### config.mk
export PLATFORM = sky130hd
export DESIGN_NAME = atp_card_pin_authenticator
export DESIGN_NICKNAME = d
export VERILOG_FILES = /design/src/rtl/atp_card_pin_authenticator.sv
export SDC_FILE = /design/constraint.sdc
export NUM_CORES = 1
export LEC_CHECK = 0
export ABC_AREA = 1
export ABC_CLOCK_PERIOD_IN_PS = 1720
export CELL_PAD_IN_SITES_DETAIL_PLACEMENT = 1
export CELL_PAD_IN_SITES_GLOBAL_PLACEMENT = 1
export CORE_MARGIN = 2
export CORE_UTILIZATION = 39
export CTS_CLUSTER_DIAMETER = 80
export DETAILED_ROUTE_END_ITERATION = 8
export GPL_TIMING_DRIVEN = 0
export PLACE_DENSITY_LB_ADDON = 0.1
export SYNTH_ARGS = -nofsm -noshare
export SYNTH_HDL_FRONTEND = slang
export SYNTH_SLANG_ARGS = --single-unit
### constraint.sdc
create_clock -name clk -period 1.72 [get_ports clk]
set_input_delay 0.344 -clock clk [delete_from_list [all_inputs] [get_ports clk]]
set_output_delay 0.344 -clock clk [all_outputs]
set_load 0.02 [all_outputs]
### src/rtl/atp_card_pin_authenticator.sv
// ATP card/PIN authenticator: card detect, ID latch, PIN check with retry limit, lockout and timeout.
// Optional customer-ID blacklist is built when ATP_AUTH_BLACKLIST_EN is defined.
module atp_card_pin_authenticator #(
    parameter int MAX_ATTEMPTS   = 3,
    parameter int TIMEOUT_CYCLES = 39062
) (
    input  logic       clk,
    input  logic       reset_n,
    input  logic       card_inserted,
    input  logic [7:0] card_data,
    input  logic [3:0] expected_pin,
    input  logic [3:0] pin,
    input  logic       pin_valid,
    input  logic       session_done,
    output logic [7:0] customer_id,
    output logic       authorized,
    output logic       auth_fail,
    output logic       card_locked,
    output logic       auth_timeout,
    output logic [1:0] attempts_left
);

    typedef enum logic [2:0] {
        S_IDLE      = 3'd0,
        S_CARD_READ = 3'd1,
        S_WAIT_PIN  = 3'd2,
        S_CHECK     = 3'd3,
        S_AUTH_OK   = 3'd4,
        S_LOCKED    = 3'd5,
        S_EJECT     = 3'd6
    } state_t;

    localparam logic [1:0]  MAX_ATT    = 2'(MAX_ATTEMPTS);
    localparam logic [15:0] TIMER_LAST = 16'(TIMEOUT_CYCLES - 1);

    state_t      state_r;
    state_t      state_nxt_s;
    logic [15:0] timer_r;
    logic [15:0] timer_nxt_s;
    logic [3:0]  pin_r;
    logic [3:0]  pin_nxt_s;
    logic [7:0]  customer_id_r;
    logic [7:0]  customer_id_nxt_s;
    logic [1:0]  attempts_r;
    logic [1:0]  attempts_nxt_s;
    logic        authorized_r;
    logic        authorized_nxt_s;
    logic        card_locked_r;
    logic        card_locked_nxt_s;
    logic        auth_fail_r;
    logic        auth_fail_nxt_s;
    logic        auth_timeout_r;
    logic        auth_timeout_nxt_s;

    logic        pin_match_s;
    logic        timer_done_s;
    logic [1:0]  attempts_dec_s;
    logic        bl_hit_s;

    assign pin_match_s    = (pin_r == expected_pin);
    assign timer_done_s   = (timer_r == TIMER_LAST);
    assign attempts_dec_s = (attempts_r == 2'd0) ? 2'd0 : (attempts_r - 2'd1);

    // State register
    always_ff @(posedge clk or negedge reset_n) begin
        if (!reset_n) begin
            state_r <= S_IDLE;
        end else begin
            state_r <= state_nxt_s;
        end
    end

    // Next-state decode; card removal always wins over keypad and timeout
    always_comb begin
        state_nxt_s = S_IDLE;
        case (state_r)
            S_IDLE: begin
                if (card_inserted) state_nxt_s = S_CARD_READ;
                else               state_nxt_s = S_IDLE;
            end
            S_CARD_READ: begin
                if (bl_hit_s) state_nxt_s = S_LOCKED;
                else          state_nxt_s = S_WAIT_PIN;
            end
            S_WAIT_PIN: begin
                if (!card_inserted)    state_nxt_s = S_IDLE;
                else if (pin_valid)    state_nxt_s = S_CHECK;
                else if (timer_done_s) state_nxt_s = S_EJECT;
                else                   state_nxt_s = S_WAIT_PIN;
            end
            S_CHECK: begin
                if (pin_match_s)                 state_nxt_s = S_AUTH_OK;
                else if (attempts_dec_s == 2'd0) state_nxt_s = S_LOCKED;
                else                             state_nxt_s = S_WAIT_PIN;
            end
            S_AUTH_OK: begin
                if (!card_inserted)    state_nxt_s = S_IDLE;
                else if (session_done) state_nxt_s = S_EJECT;
                else                   state_nxt_s = S_AUTH_OK;
            end
            S_LOCKED: begin
                if (!card_inserted) state_nxt_s = S_IDLE;
                else                state_nxt_s = S_LOCKED;
            end
            S_EJECT: begin
                if (!card_inserted) state_nxt_s = S_IDLE;
                else                state_nxt_s = S_EJECT;
            end
            default: state_nxt_s = S_IDLE;
        endcase
    end

    // Output/datapath decode; levels follow the destination state so they change on the entry edge
    always_comb begin
        timer_nxt_s        = timer_r;
        pin_nxt_s          = pin_r;
        customer_id_nxt_s  = customer_id_r;
        attempts_nxt_s     = attempts_r;
        auth_fail_nxt_s    = 1'b0;
        auth_timeout_nxt_s = 1'b0;
        authorized_nxt_s   = (state_nxt_s == S_AUTH_OK);
        card_locked_nxt_s  = (state_nxt_s == S_LOCKED);
        case (state_r)
            S_IDLE: begin
                if (card_inserted) customer_id_nxt_s = card_data;
                else               customer_id_nxt_s = customer_id_r;
            end
            S_CARD_READ: begin
                timer_nxt_s = 16'd0;
                if (bl_hit_s) attempts_nxt_s = 2'd0;
                else          attempts_nxt_s = MAX_ATT;
            end
            S_WAIT_PIN: begin
                if (!card_inserted) begin
                    timer_nxt_s = timer_r;
                end else if (pin_valid) begin
                    pin_nxt_s   = pin;
                    timer_nxt_s = 16'd0;
                end else if (timer_done_s) begin
                    auth_timeout_nxt_s = 1'b1;
                end else begin
                    timer_nxt_s = (timer_r == 16'hFFFF) ? timer_r : (timer_r + 16'd1);
                end
            end
            S_CHECK: begin
                if (pin_match_s) begin
                    attempts_nxt_s = attempts_r;
                end else begin
                    auth_fail_nxt_s = 1'b1;
                    attempts_nxt_s  = attempts_dec_s;
                    timer_nxt_s     = 16'd0;
                end
            end
            default: begin
                timer_nxt_s = timer_r;
            end
        endcase
    end

    // Registered outputs and datapath
    always_ff @(posedge clk or negedge reset_n) begin
        if (!reset_n) begin
            timer_r        <= 16'd0;
            pin_r          <= 4'd0;
            customer_id_r  <= 8'd0;
            attempts_r     <= MAX_ATT;
            authorized_r   <= 1'b0;
            card_locked_r  <= 1'b0;
            auth_fail_r    <= 1'b0;
            auth_timeout_r <= 1'b0;
        end else begin
            timer_r        <= timer_nxt_s;
            pin_r          <= pin_nxt_s;
            customer_id_r  <= customer_id_nxt_s;
            attempts_r     <= attempts_nxt_s;
            authorized_r   <= authorized_nxt_s;
            card_locked_r  <= card_locked_nxt_s;
            auth_fail_r    <= auth_fail_nxt_s;
            auth_timeout_r <= auth_timeout_nxt_s;
        end
    end

`ifdef ATP_AUTH_BLACKLIST_EN
    logic [7:0] bl_id_r [4];
    logic [3:0] bl_valid_r;
    logic [1:0] bl_wptr_r;
    logic       bl_write_s;

    // Only PIN-driven lockouts are recorded; a blacklist hit is already stored
    assign bl_write_s = (state_r == S_CHECK) && (state_nxt_s == S_LOCKED);

    // Blacklist lookup against the latched customer ID
    always_comb begin
        bl_hit_s = 1'b0;
        for (int i = 0; i < 4; i++) begin
            bl_hit_s = bl_hit_s | (bl_valid_r[i] && (bl_id_r[i] == customer_id_r));
        end
    end

    // Blacklist storage, oldest entry replaced when full
    always_ff @(posedge clk or negedge reset_n) begin
        if (!reset_n) begin
            for (int i = 0; i < 4; i++) begin
                bl_id_r[i] <= 8'd0;
            end
            bl_valid_r <= 4'd0;
            bl_wptr_r  <= 2'd0;
        end else if (bl_write_s) begin
            bl_id_r[bl_wptr_r]    <= customer_id_r;
            bl_valid_r[bl_wptr_r] <= 1'b1;
            bl_wptr_r             <= bl_wptr_r + 2'd1;
        end else begin
            bl_wptr_r <= bl_wptr_r;
        end
    end
`else
    assign bl_hit_s = 1'b0;
`endif

    assign customer_id   = customer_id_r;
    assign authorized    = authorized_r;
    assign auth_fail     = auth_fail_r;
    assign card_locked   = card_locked_r;
    assign auth_timeout  = auth_timeout_r;
    assign attempts_left = attempts_r;

endmodule

==> results.md, run 1 <==
- Die Span X: about 80 um
- Vias per inst: a little under 5
- Status: finished clean
- Commonest non-fill, non-tap cell in the layout: nand2_1
- WL per Instance: 14.1 um
- Initial Util: 40.1%
- CTS clock-pin slew for the worst setup and hold paths: roughly 90 ps
- CTS tree: yes
- Bufs and invs on worst path: 1
- Clk Latency, worst-skew pair: approximately 300 ps
- Nets@finish: ~360
- Max-slew violation count: 0
- Sink Count: 37
- CTS root buf: clkbuf_8
- Beginning of the critical path: customer_id[5]
- CP required: around 1400 ps
- Layout Skew: 11.8 ps
- Layout Cells excl Fill: about 410
- Area growth syn-to-layout: 27.1%
- Final worst-path cycle share: a little over nine tenths
- Pin count of the biggest net entering global routing: 38
- Final wirelength: 5810 um
- Worst r2r src: timer_r[0]
- Hold buffers post-CTS: 0
- Dpl cells: about 400
- Crit path cell chain: clkdlybuf4s50_1
- R2r endpoint: timer_r[9]
- Worst Hold Class: input port to async pin
- Fillcell total: 712
- Yosys reg bits: 37
- Fraction of layout cells with a size suffix above 1: between 10% and 20%
- Cells after Synth: between 200 and 300
- Cell Pwr Density: between 1000 and 1500 nW/um2
- Syn_nets: between 300 and 400
- R2R Setup Slk: between 100 and 150 ps
- DR DRC count: 0
- Distinct cells, synth: 32
- # diodes: 0
- Global route overflow: 0
- Vias: between 2000 and 2500
- WP depth: 1
- Antenna violations before repair: 0
- Slew margin rel.: 44.2%
- Number of global-route vias before repair: roughly 2100
- Pwr Total: 0.00366 W
- Post-DRT Antenna Nets: 0
- Worst VDD drop: ~710 uV
- Slew of the pin with the lowest slew margin: around 840 ps
- CP endpoint: customer_id[5]
- RePlAce Congestion: ~0.8
- Max Fclk: approximately 0.61 GHz
- Setup violators final: 0
- Crit path max-delay family: buffers and inverters
- # IOs: 35
- Mapped Avg Cell Area: 7.36 um2
- Synthesized cell area: 2190 um2
- Global-route wire length before repair: ~10000 um
- Maximum fanout along the worst path: 2
- Hold Violations, Final: 0
- H-Tree Level Count: 2
- Slowest CP cell: clkdlybuf4s50_1
- First-pass detailed-route iteration total: 4
- Chip height: between 70 and 80 um
- Slowest stage delay, CP: about 630 ps
- Core Region: 5470 um2
- PortBufs: 33
- Seq/Total Area, Yosys: a little over two fifths
- Commonest non-fill, non-tap cells in the layout: nand2_1, nor2_1, dfrtp_1
- Worst Reg-to-Reg Cells: 10
- GRT Util Overall: 20.7%
- Yosys warnings: 0
- DR iter-0 viols: 68
- Crit end category: output port
- Data arrival time at the worst-slack endpoint: about 1300 ps
- Post-DP HPWL: between 4000 and 5000 um
- Rows: 27
- Worst Setup Path Type: flop to output port
- CTS Buf Count: 5
- Setup crit start kind: flop
- Max-cap viol count: 0
- Leakage: between 1 and 1.5 nW
- Final critical-path required period: 1650 ps
- CTS Buffer Depth: 2
- Die area: roughly 6200 um2
## worst register-to-register path: cells and delay by family (launching register included)
family / cells / cell delay (ps)
fa+ha+maj: 1 / 170
flops: 1 / 450
simple gates: 7 / 690
buf+inv: 2 / 240
## how the worst min path moves through the flow
stage                endpoint            from  cells past startpoint  slack, ps
2_1_floorplan       auth_fail         reset_n                      0         50
4_1_cts        customer_id[6]         reset_n                      1        180
3_5_place_dp   customer_id[1]  customer_id[1]                      1        500
3_3_place_gp   customer_id[4]  customer_id[4]                      1        490
6_report          timer_r[11]         reset_n                      1        140
5_1_grt            timer_r[2]         reset_n                      1        210
## per-layer routing
layer / wire length [um] / GRT usage (%) / share of wire [%]
met3: 205 / 4.66 / 3.5
met5: 0 / 0 / 0
met1: 2520 / 25.6 / 43
met4: 64 / 5.52 / 1.1
met2: 3020 / 36.4 / 52
## report_power, final
| part | internal, W | leakage (nW) | switching, W | total [W] |
|---|---|---|---|---|
| Clock | 0.000434 | 0.0543 | 0.000348 | 0.000782 |
| Sequential | 0.00111 | 0.472 | 0.000168 | 0.00128 |
| Combinational | 0.000671 | 0.751 | 0.000925 | 0.00160 |
| Total | 0.00222 | 1.28 | 0.00144 | 0.00366 |
## synth_stat cells
master / n / area share (%)
a21oi_1: 7 / 1.6
a21oi_4: 1 / 0.74
and3_1: 1 / 0.29
buf_12: 1 / 0.91
buf_2: 2 / 0.46
buf_6: 1 / 0.51
clkbuf_1: 1 / 0.17
clkbuf_4: 1 / 0.34
dfrtp_1: 35 / 40
dfstp_2: 2 / 2.4
ha_1: 2 / 1.1
inv_1: 26 / 4.4
inv_2: 3 / 0.51
mux2_2: 8 / 4.1
nand2_1: 98 / 17
nand2_2: 6 / 1.7
nand2_4: 1 / 0.51
nand3_1: 26 / 5.9
nand3_2: 1 / 0.46
nand3b_1: 1 / 0.34
nand4_1: 5 / 1.4
nand4_2: 1 / 0.57
nor2_1: 43 / 7.4
nor2_2: 2 / 0.57
nor2_4: 2 / 1.0
nor3_1: 7 / 1.6
o21ai_0: 5 / 1.1
o21ai_1: 1 / 0.23
o21bai_1: 4 / 1.4
or2_2: 1 / 0.29
xnor2_1: 1 / 0.40
xor2_1: 2 / 0.80
## registers in the layout, summed over array words and instances, names as in the netlist
register and count:
pin_r 4, attempts_left 2, state_r 3, card_locked 1, customer_id 8, authorized 1
auth_fail 1, timer_r 16, auth_timeout 1
## per-stage QoR
| step | TNS, ps | setup WS [ps] | utilization, % | area [um2] | hold slack [ps] |
|---|---|---|---|---|---|
| 5_1_grt | -17.9 | -9.67 | 51.0 | 2790 | 211 |
| 4_1_cts | 0 | 1.92 | 50.0 | 2740 | 181 |
| 3_3_place_gp | -28950 | -666 | 47.8 | 2620 | 487 |
| 6_report | 0 | 74.4 | 51.0 | 2790 | 142 |
| 3_5_place_dp | -6850 | -394 | 47.7 | 2610 | 497 |
| 2_1_floorplan | 0 | 215 | - | 2190 | 48.4 |
## cell type report
class	count	area, um2	area share (%)
tap	72	90.1	3.23
buffer	6	58.8	2.11
timing repair buffer	35	338	12.1
sequential	37	931	33.4
clock inverter	3	46.3	1.66
inverter	29	109	3.90
clock buffer	5	68.8	2.47
multi-input combinational	226	1150	41.1
## kinds of logic (layout without fill, tap and decap cells)
group           after synthesis  in the layout  synth area share (%)
flops                        37             37                  42.3
compound gates               18             18                  5.07
buf+inv                      35             78                  7.35
mux                           8              8                  4.11
fa+ha+maj                     2              2                  1.14
xor+xnor                      3              3                  1.20
simple gates                195            195                  38.8
## what timing repair did
item / in CTS / in global routing
endpoints found under the hold margin: 0 / 0
resized for setup: 5 / 12
pin swaps: 1 / 1
buffers inserted: 1 / 1
setup endpoints to repair: 12 / 18
No activity file was read; power rests on OpenSTA's default activity.
==> inputs of run 2 (changes only) <==
- ABC_AREA: 1 -> not set
- CORE_UTILIZATION: 39 -> 41
==> run 2 against run 1 <==
Effect of this change:
- the flow now finishes with violations (setup timing)
- clock skew decreased by 3.4 ps
- largest power group unchanged
- worst setup slack got worse by 340 ps
- highest routed layer unchanged
- design area increased by 8.5%
- sequential power increased by 7%
==> results.md, run 2 <==
- Status: finished, violations left (was finished clean)
- Failing checks: setup timing
- Synth top area cells: dfrtp_1, mux2_2, a31oi_1 (was dfrtp_1, nand2_1, nor2_1)
- Sw power: 0.00165 W (was 0.00144 W)
- Top-count cell post-synth: dfrtp_1 (was nand2_1)
- Sequential cell area: 935 um2 (was 931 um2)
- Max-cap viol count: 0 (unchanged)
- Yosys reg bits: 37 (unchanged)
- Post-DP HPWL: 3870 um (was 4260 um)
- Layout Cells excl Fill: 338 (was 413)
- Max FFs per register: 16 (unchanged)
- Mapped Avg Cell Area: 10.3 um2 (was 7.36 um2)
- CTS Buf Count: 5 (unchanged)
- Worst Hold Class: input port to async pin (unchanged)
- Vias per inst: 5.75 (was 4.91)
- Gate power share: 51.6% (was 43.6%)
- First-pass detailed-route iteration total: 4 (unchanged)
- GRT Util Overall: 22.6% (was 20.7%)
- Cell taking the most area after synthesis: dfrtp_1 (unchanged)
- Crit end category: flop (was output port)
- Clock Power Share: 16.2% (was 21.4%)
- RePlAce Congestion: 0.883 (was 0.812)
- Chip height: 73.9 um (was 79.0 um)
- Top_reg_cell synth: dfrtp_1 (unchanged)
- Final critical-path required period: 1990 ps (was 1650 ps)
- Area growth syn-to-layout: 50.9% (was 27.1%)
- CTS clock-pin slew for the worst setup and hold paths: 80 ps (was 90 ps)
- Final wirelength: 6700 um (was 5810 um)
- R2r endpoint: timer_r[4] (was timer_r[9])
- Final setup TNS: -2890 ps (was 0 ps)
- Hold buffers post-CTS: 0 (unchanged)
- Multi-input logic area: 1200 um2 (was 1150 um2)
- Clk Latency, worst-skew pair: 300 ps (about the same)
- Data arrival time at the worst-slack endpoint: 2150 ps (was 1300 ps)
- Fraction of layout cells with a size suffix above 1: 38.0% (was 16.1%)
- Sw frac: 38.8% (was 39.4%)
- Number of global-route vias before repair: 1978 (was 2141)
- PortBufs: 34 (was 33)
- Commonest non-fill, non-tap cells in the layout: buf_4, dfrtp_1, clkdlybuf4s50_1 (was nand2_1, nor2_1, dfrtp_1)
- Dpl cells: 295 (was 403)
- Cells after Synth: 194 (was 298)
- Global route overflow: 0 (unchanged)
- Distinct cells, synth: 49 (was 32)
- DR DRC count: 0 (unchanged)
- Rows: 25 (was 27)
- GR peak layer: met2 (unchanged)
- Worst VDD drop: 838 uV (was 708 uV)
- Seq/Total Area, Yosys: 46.3% (was 42.3%)
- Cell Pwr Density: 1410 nW/um2 (was 1310 nW/um2)
- Worst Reg-to-Reg Cells: 7 (was 10)
- Die area: 5470 um2 (was 6240 um2)
- Max-slew violation count: 0 (unchanged)
- WL per Instance: 19.8 um (was 14.1 um)
- Async set-reset flop share out of synthesis: 100% (unchanged)
- Util after Layout: 64.1% (was 51.0%)
- Antenna violations before repair: 0 (unchanged)
- DR iter-0 viols: 157 (was 68)
- Leakage: 1.26 nW (was 1.28 nW)
- Commonest non-fill, non-tap cell in the layout: buf_4 (was nand2_1)
- Met2 usage: 39.9% (was 36.4%)
- Met1 Usage GRT: 27.4% (was 25.6%)
- Vias: 1944 (was 2027)
- Setup crit start kind: flop (unchanged)
- CTS Buffer Depth: 2 (unchanged)
- Setup violators final: 17 (was 0)
- Slew margin rel.: 42.9% (was 44.2%)
- Post-synth EDFFs: 0 (unchanged)
- Nets@finish: 293 (was 363)
- R2R Setup Slk: -270 ps (was 130 ps)
- Setup WS pre-CTS: -738 ps (was -394 ps)
- CP required: 1880 ps (was 1380 ps)
- Maximum fanout along the worst path: 8 (was 2)
- Global-route wire length before repair: 9430 um (was 10100 um)
- Pint: 0.00260 W (was 0.00222 W)
- Worst Setup Path Type: flop to flop (was flop to output port)
- Synthesized cell area: 2010 um2 (was 2190 um2)
- Final worst-path cycle share: 116% (was 95.7%)
- Top-area cell type share of the netlist area: 43.7% (was 39.9%)
- Slew of the pin with the lowest slew margin: 857 ps (was 837 ps)
- Die Span X: 73.9 um (was 79.0 um)
- CTS root buf: clkbuf_8 (unchanged)
- Sink Count: 37 (unchanged)
- Met3 global-route usage: 4.07% (was 4.66%)
- Yosys warnings: 0 (unchanged)
- Max Fclk: 0.503 GHz (was 0.608 GHz)
- Sequential share of power: 32.2% (was 35.0%)
- Post-DRT Antenna Nets: 0 (unchanged)
- Pin count of the biggest net entering global routing: 38 (unchanged)
- CTS tree: yes (unchanged)
- Unrepaired setup endpoints after global routing: yes
- Final WS setup: -268 ps (was 74.4 ps)
- Top reg by flops: timer_r (unchanged)
- Hold Violations, Final: 0 (unchanged)
- Worst r2r src: timer_r[8] (was timer_r[0])
- Layout Skew: 8.35 ps (was 11.8 ps)
- # IOs: 35 (unchanged)
- Initial Util: 42.5% (was 40.1%)
- Most common library cells after synthesis: dfrtp_1, a31oi_1, nand2_1 (was nand2_1, nor2_1, dfrtp_1)
- Syn_nets: 217 (was 321)
- Core Region: 4720 um2 (was 5470 um2)
- Fillcell total: 501 (was 712)
- # diodes: 0 (unchanged)
- H-Tree Level Count: 2 (unchanged)
==> run 2: layer usage <==
layer  wire length (um)  vias to the layer above
li1                   -                      874
met1               2560                      965
met2               3540                       83
met3                389                       22
met4                210                        0
met5                  0                        -
==> run 2: through the flow <==
step	hold slack (ps)	instance area, um2	total power [W]
floorplan	48.4	2010	0.00240
global placement	489	2430	0.00294
detailed placement	493	2420	0.00302
CTS	179	2740	0.00389
global route	216	3030	0.00449
finish	154	3030	0.00426
==> run 2: power by group through the flow <==
stage	Sequential [W]	Clock (W)	Combinational, W
2_1_floorplan	0.00148	0	0.000922
3_3_place_gp	0.00132	0	0.00162
3_5_place_dp	0.00135	0	0.00167
4_1_cts	0.00135	0.000688	0.00185
5_1_grt	0.00140	0.000729	0.00236
6_report	0.00137	0.000691	0.00220
==> run 2: repair_timing <==
item / in CTS / in global routing
cloned: 2 / 0
endpoints found under the setup margin: 30 / 26
setup buffers: 13 / 22
gates resized for setup: 37 / 27
pin swaps: 11 / 17
==> run 2: worst max-delay path by stage <==
stage,startpoint,to,slack [ps],cells after the start
after floorplan,state_r[0],timer_r[14],20,7
after global placement,card_inserted,timer_r[11],-690,6
after detailed placement,card_inserted,timer_r[11],-740,6
after CTS,state_r[2],timer_r[14],-90,6
after global routing,timer_r[3],timer_r[4],-370,7
final,timer_r[8],timer_r[4],-270,7
==> run 2: layout make-up <==
class                   instances  share of cell area (%)
flip-flops and latches         37                    30.9
inverters                       8                   0.992
clock inverters                 1                   0.165
multi-input cells             142                    39.8
clock buffers                   7                    3.18
well taps                      67                    2.77
plain buffers                   5                    1.61
repair buffers                 71                    20.6
==> run 2: worst max-delay path, stage by stage, from the launching register on <==
cell and delay, ps:
dfrtp_2 470, nor4_1 390, nand4_1 210, buf_4 200, o21a_4 140, buf_6 140, a31oi_1 200, a31oi_1 90
==> run 2: cell families after synthesis <==
group / after synthesis / share of synthesized area [%]
AO/OA/AOI/OAI: 60 / 21.0
flip-flops: 37 / 46.3
AND/OR/NAND/NOR: 63 / 18.2
adder cells (fa/ha/maj): 2 / 1.25
buffers and inverters: 15 / 4.37
XOR/XNOR: 4 / 1.75
multiplexers: 13 / 7.24
==> inputs of run 3 (changes only) <==
- CORE_ASPECT_RATIO: not set -> 2
- TNS_END_PERCENT: not set -> 100
==> run 3 against run 2 <==
Effect of this change:
- the flow still finishes with violations (setup timing)
- clock skew about the same
- routed wire length decreased by 5.6%
- clock power increased by 11%
==> results.md, run 3 (same netlist as run 2, synthesis figures left out) <==
- Status: finished, violations left (unchanged)
- Failing checks: setup timing (unchanged)
- Worst r2r src: timer_r[7] (was timer_r[8])
- Final worst-path cycle share: 108% (was 116%)
- Max-slew violation count: 0 (unchanged)
- Pin count of the biggest net entering global routing: 38 (unchanged)
- Vias: 1851 (was 1944)
- Dpl cells: 285 (was 295)
- DR iter-0 viols: 41 (was 157)
- Slew of the pin with the lowest slew margin: 857 ps (about the same)
- Post-DP HPWL: 3870 um (about the same)
- Final critical-path required period: 1860 ps (was 1990 ps)
- Fraction of layout cells with a size suffix above 1: 37.4% (was 38.0%)
- Antenna violations before repair: 0 (unchanged)
- Data arrival time at the worst-slack endpoint: 2080 ps (was 2150 ps)
- GRT Util Overall: 23.3% (was 22.6%)
- PortBufs: 34 (unchanged)
- R2R Setup Slk: -140 ps (was -270 ps)
- RePlAce Congestion: 0.809 (was 0.883)
- CTS Buf Count: 5 (unchanged)
- Die area: 5500 um2 (was 5470 um2)
- Vias per inst: 5.89 (was 5.75)
- Commonest non-fill, non-tap cell in the layout: dfrtp_1 (was buf_4)
- Post-DRT Antenna Nets: 0 (unchanged)
- Die Span X: 53.5 um (was 73.9 um)
- # diodes: 0 (unchanged)
- Max-cap viol count: 0 (unchanged)
- Slowest stage delay, CP: 470 ps (about the same)
- CTS root buf: clkbuf_8 (unchanged)
- Nets@finish: 279 (was 293)
- Layout Cells excl Fill: 314 (was 338)
- Setup violators final: 14 (was 17)
- DR DRC count: 0 (unchanged)
- Max FFs per register: 16 (unchanged)
- CTS Buffer Depth: 2 (unchanged)
- Global-route wire length before repair: 9160 um (was 9430 um)
- Rows: 36 (was 25)
- Initial Util: 42.0% (was 42.5%)
- Number of global-route vias before repair: 1852 (was 1978)
- Area growth syn-to-layout: 49.1% (was 50.9%)
- Slowest CP cell: dfrtp_1 (was dfrtp_2)
- Chip height: 103 um (was 73.9 um)
- Cell Pwr Density: 1430 nW/um2 (was 1410 nW/um2)
- Core Region: 4770 um2 (was 4720 um2)
- Global route overflow: 0 (unchanged)
- R2r endpoint: timer_r[3] (was timer_r[4])
- CTS clock-pin slew for the worst setup and hold paths: 80 ps (about the same)
- Commonest non-fill, non-tap cells in the layout: dfrtp_1, clkdlybuf4s50_1, buf_4 (was buf_4, dfrtp_1, clkdlybuf4s50_1)
- Worst Hold Class: input port to async pin (unchanged)
- WL per Instance: 20.1 um (was 19.8 um)
- Layout Skew: 8.74 ps (was 8.35 ps)
- Crit end category: flop (unchanged)
- Worst VDD drop: 963 uV (was 838 uV)
- Sink Count: 37 (unchanged)
- Clk Latency, worst-skew pair: 300 ps (about the same)
- Crit path cell chain: nor4bb_4 > nand4_1 > buf_4 > o21a_4 > buf_8 > a21o_1 > a31oi_1 (was nor4_1 > nand4_1 > buf_4 > o21a_4 > buf_6 > a31oi_1 > a31oi_1)
- Leakage: 1.22 nW (was 1.26 nW)
- Maximum fanout along the worst path: 5 (was 8)
- Hold buffers post-CTS: 0 (unchanged)
- First-pass detailed-route iteration total: 4 (unchanged)
- Setup WS pre-CTS: -742 ps (was -738 ps)
- Final WS setup: -144 ps (was -268 ps)
- Hold Violations, Final: 0 (unchanged)
- Max Fclk: 0.537 GHz (was 0.503 GHz)
- # IOs: 35 (unchanged)
- Fillcell total: 510 (was 501)
- Pwr Total: 0.00428 W (was 0.00426 W)
- Final setup TNS: -921 ps (was -2890 ps)
- CP required: 1940 ps (was 1880 ps)
- Slew margin rel.: 42.9% (about the same)
- Top reg by flops: timer_r (unchanged)
- CTS tree: yes (unchanged)
- Final wirelength: 6320 um (was 6700 um)
- H-Tree Level Count: 2 (unchanged)
- Setup crit start kind: flop (unchanged)
- Util after Layout: 62.6% (was 64.1%)
- Worst Reg-to-Reg Cells: 7 (unchanged)
- Worst Setup Path Type: flop to flop (unchanged)
- Unrepaired setup endpoints after global routing: yes (unchanged)
-- run 3: cell count changes in the layout (fill, tap and decap cells not counted), sizes merged --
| cell | previous run | this run |
|---|---|---|
| buf | 42 | 27 |
| clkdlybuf4s50 | 25 | 26 |
| bufinv | 0 | 1 |
| dlymetal6s2s | 1 | 0 |
-- run 3: final cells by class --
type | instances | area (um2) | area share (%)
well taps | 57 | 71.3 | 2.38
repair buffers | 57 | 539 | 18.0
multi-input cells | 142 | 1250 | 41.8
clock inverters | 2 | 38.8 | 1.30
plain buffers | 5 | 50.0 | 1.67
inverters | 8 | 32.5 | 1.09
clock buffers | 6 | 72.6 | 2.43
flip-flops and latches | 37 | 936 | 31.3
-- run 3: what timing repair did --
| item | in CTS | in global routing |
|---|---|---|
| resized for setup | 28 | 49 |
| buffers inserted | 11 | 11 |
| setup endpoints to repair | 30 | 27 |
| pin swaps | 9 | 18 |
| cloned | 0 | 1 |
-- run 3: worst max-delay path, delay by kind of cell (launching register included) --
family,cells,cell delay (ps)
compound gates,3,480
flops,1,470
buf+inv,2,320
simple gates,2,500
-- run 3: where the power goes --
group	total [W]	internal, W	switching [W]
registers	0.00138	0.00115	0.000233
clock network	0.000768	0.000435	0.000333
logic	0.00213	0.00107	0.00106
total	0.00428	0.00265	0.00163
-- run 3: routing by layer --
| layer | vias to the layer above | wire, um | share of wire, % | track usage (%) |
|---|---|---|---|---|
| li1 | 849 | - | - | - |
| met1 | 953 | 2540 | 40 | 26.8 |
| met2 | 35 | 3490 | 55 | 41.3 |
| met3 | 14 | 158 | 2.5 | 3.77 |
| met4 | 0 | 132 | 2.1 | 9.27 |
| met5 | - | 0 | 0 | 0 |
-- run 3: worst max path at each step --
| stage | from | to | cells after the start |
|---|---|---|---|
| finish | timer_r[7] | timer_r[3] | 7 |
| global route | timer_r[7] | timer_r[3] | 7 |
| CTS | state_r[0] | authorized | 8 |
| detailed placement | card_inserted | timer_r[11] | 6 |
| global placement | card_inserted | timer_r[11] | 6 |
| floorplan | state_r[0] | timer_r[14] | 7 |
-- run 3: metrics by stage --
stage / instance area (um2) / hold WS [ps]
CTS: 2690 / 168
detailed placement: 2410 / 498
finish: 2990 / 145
global placement: 2420 / 491
floorplan: 2010 / 48.4
global route: 2990 / 207
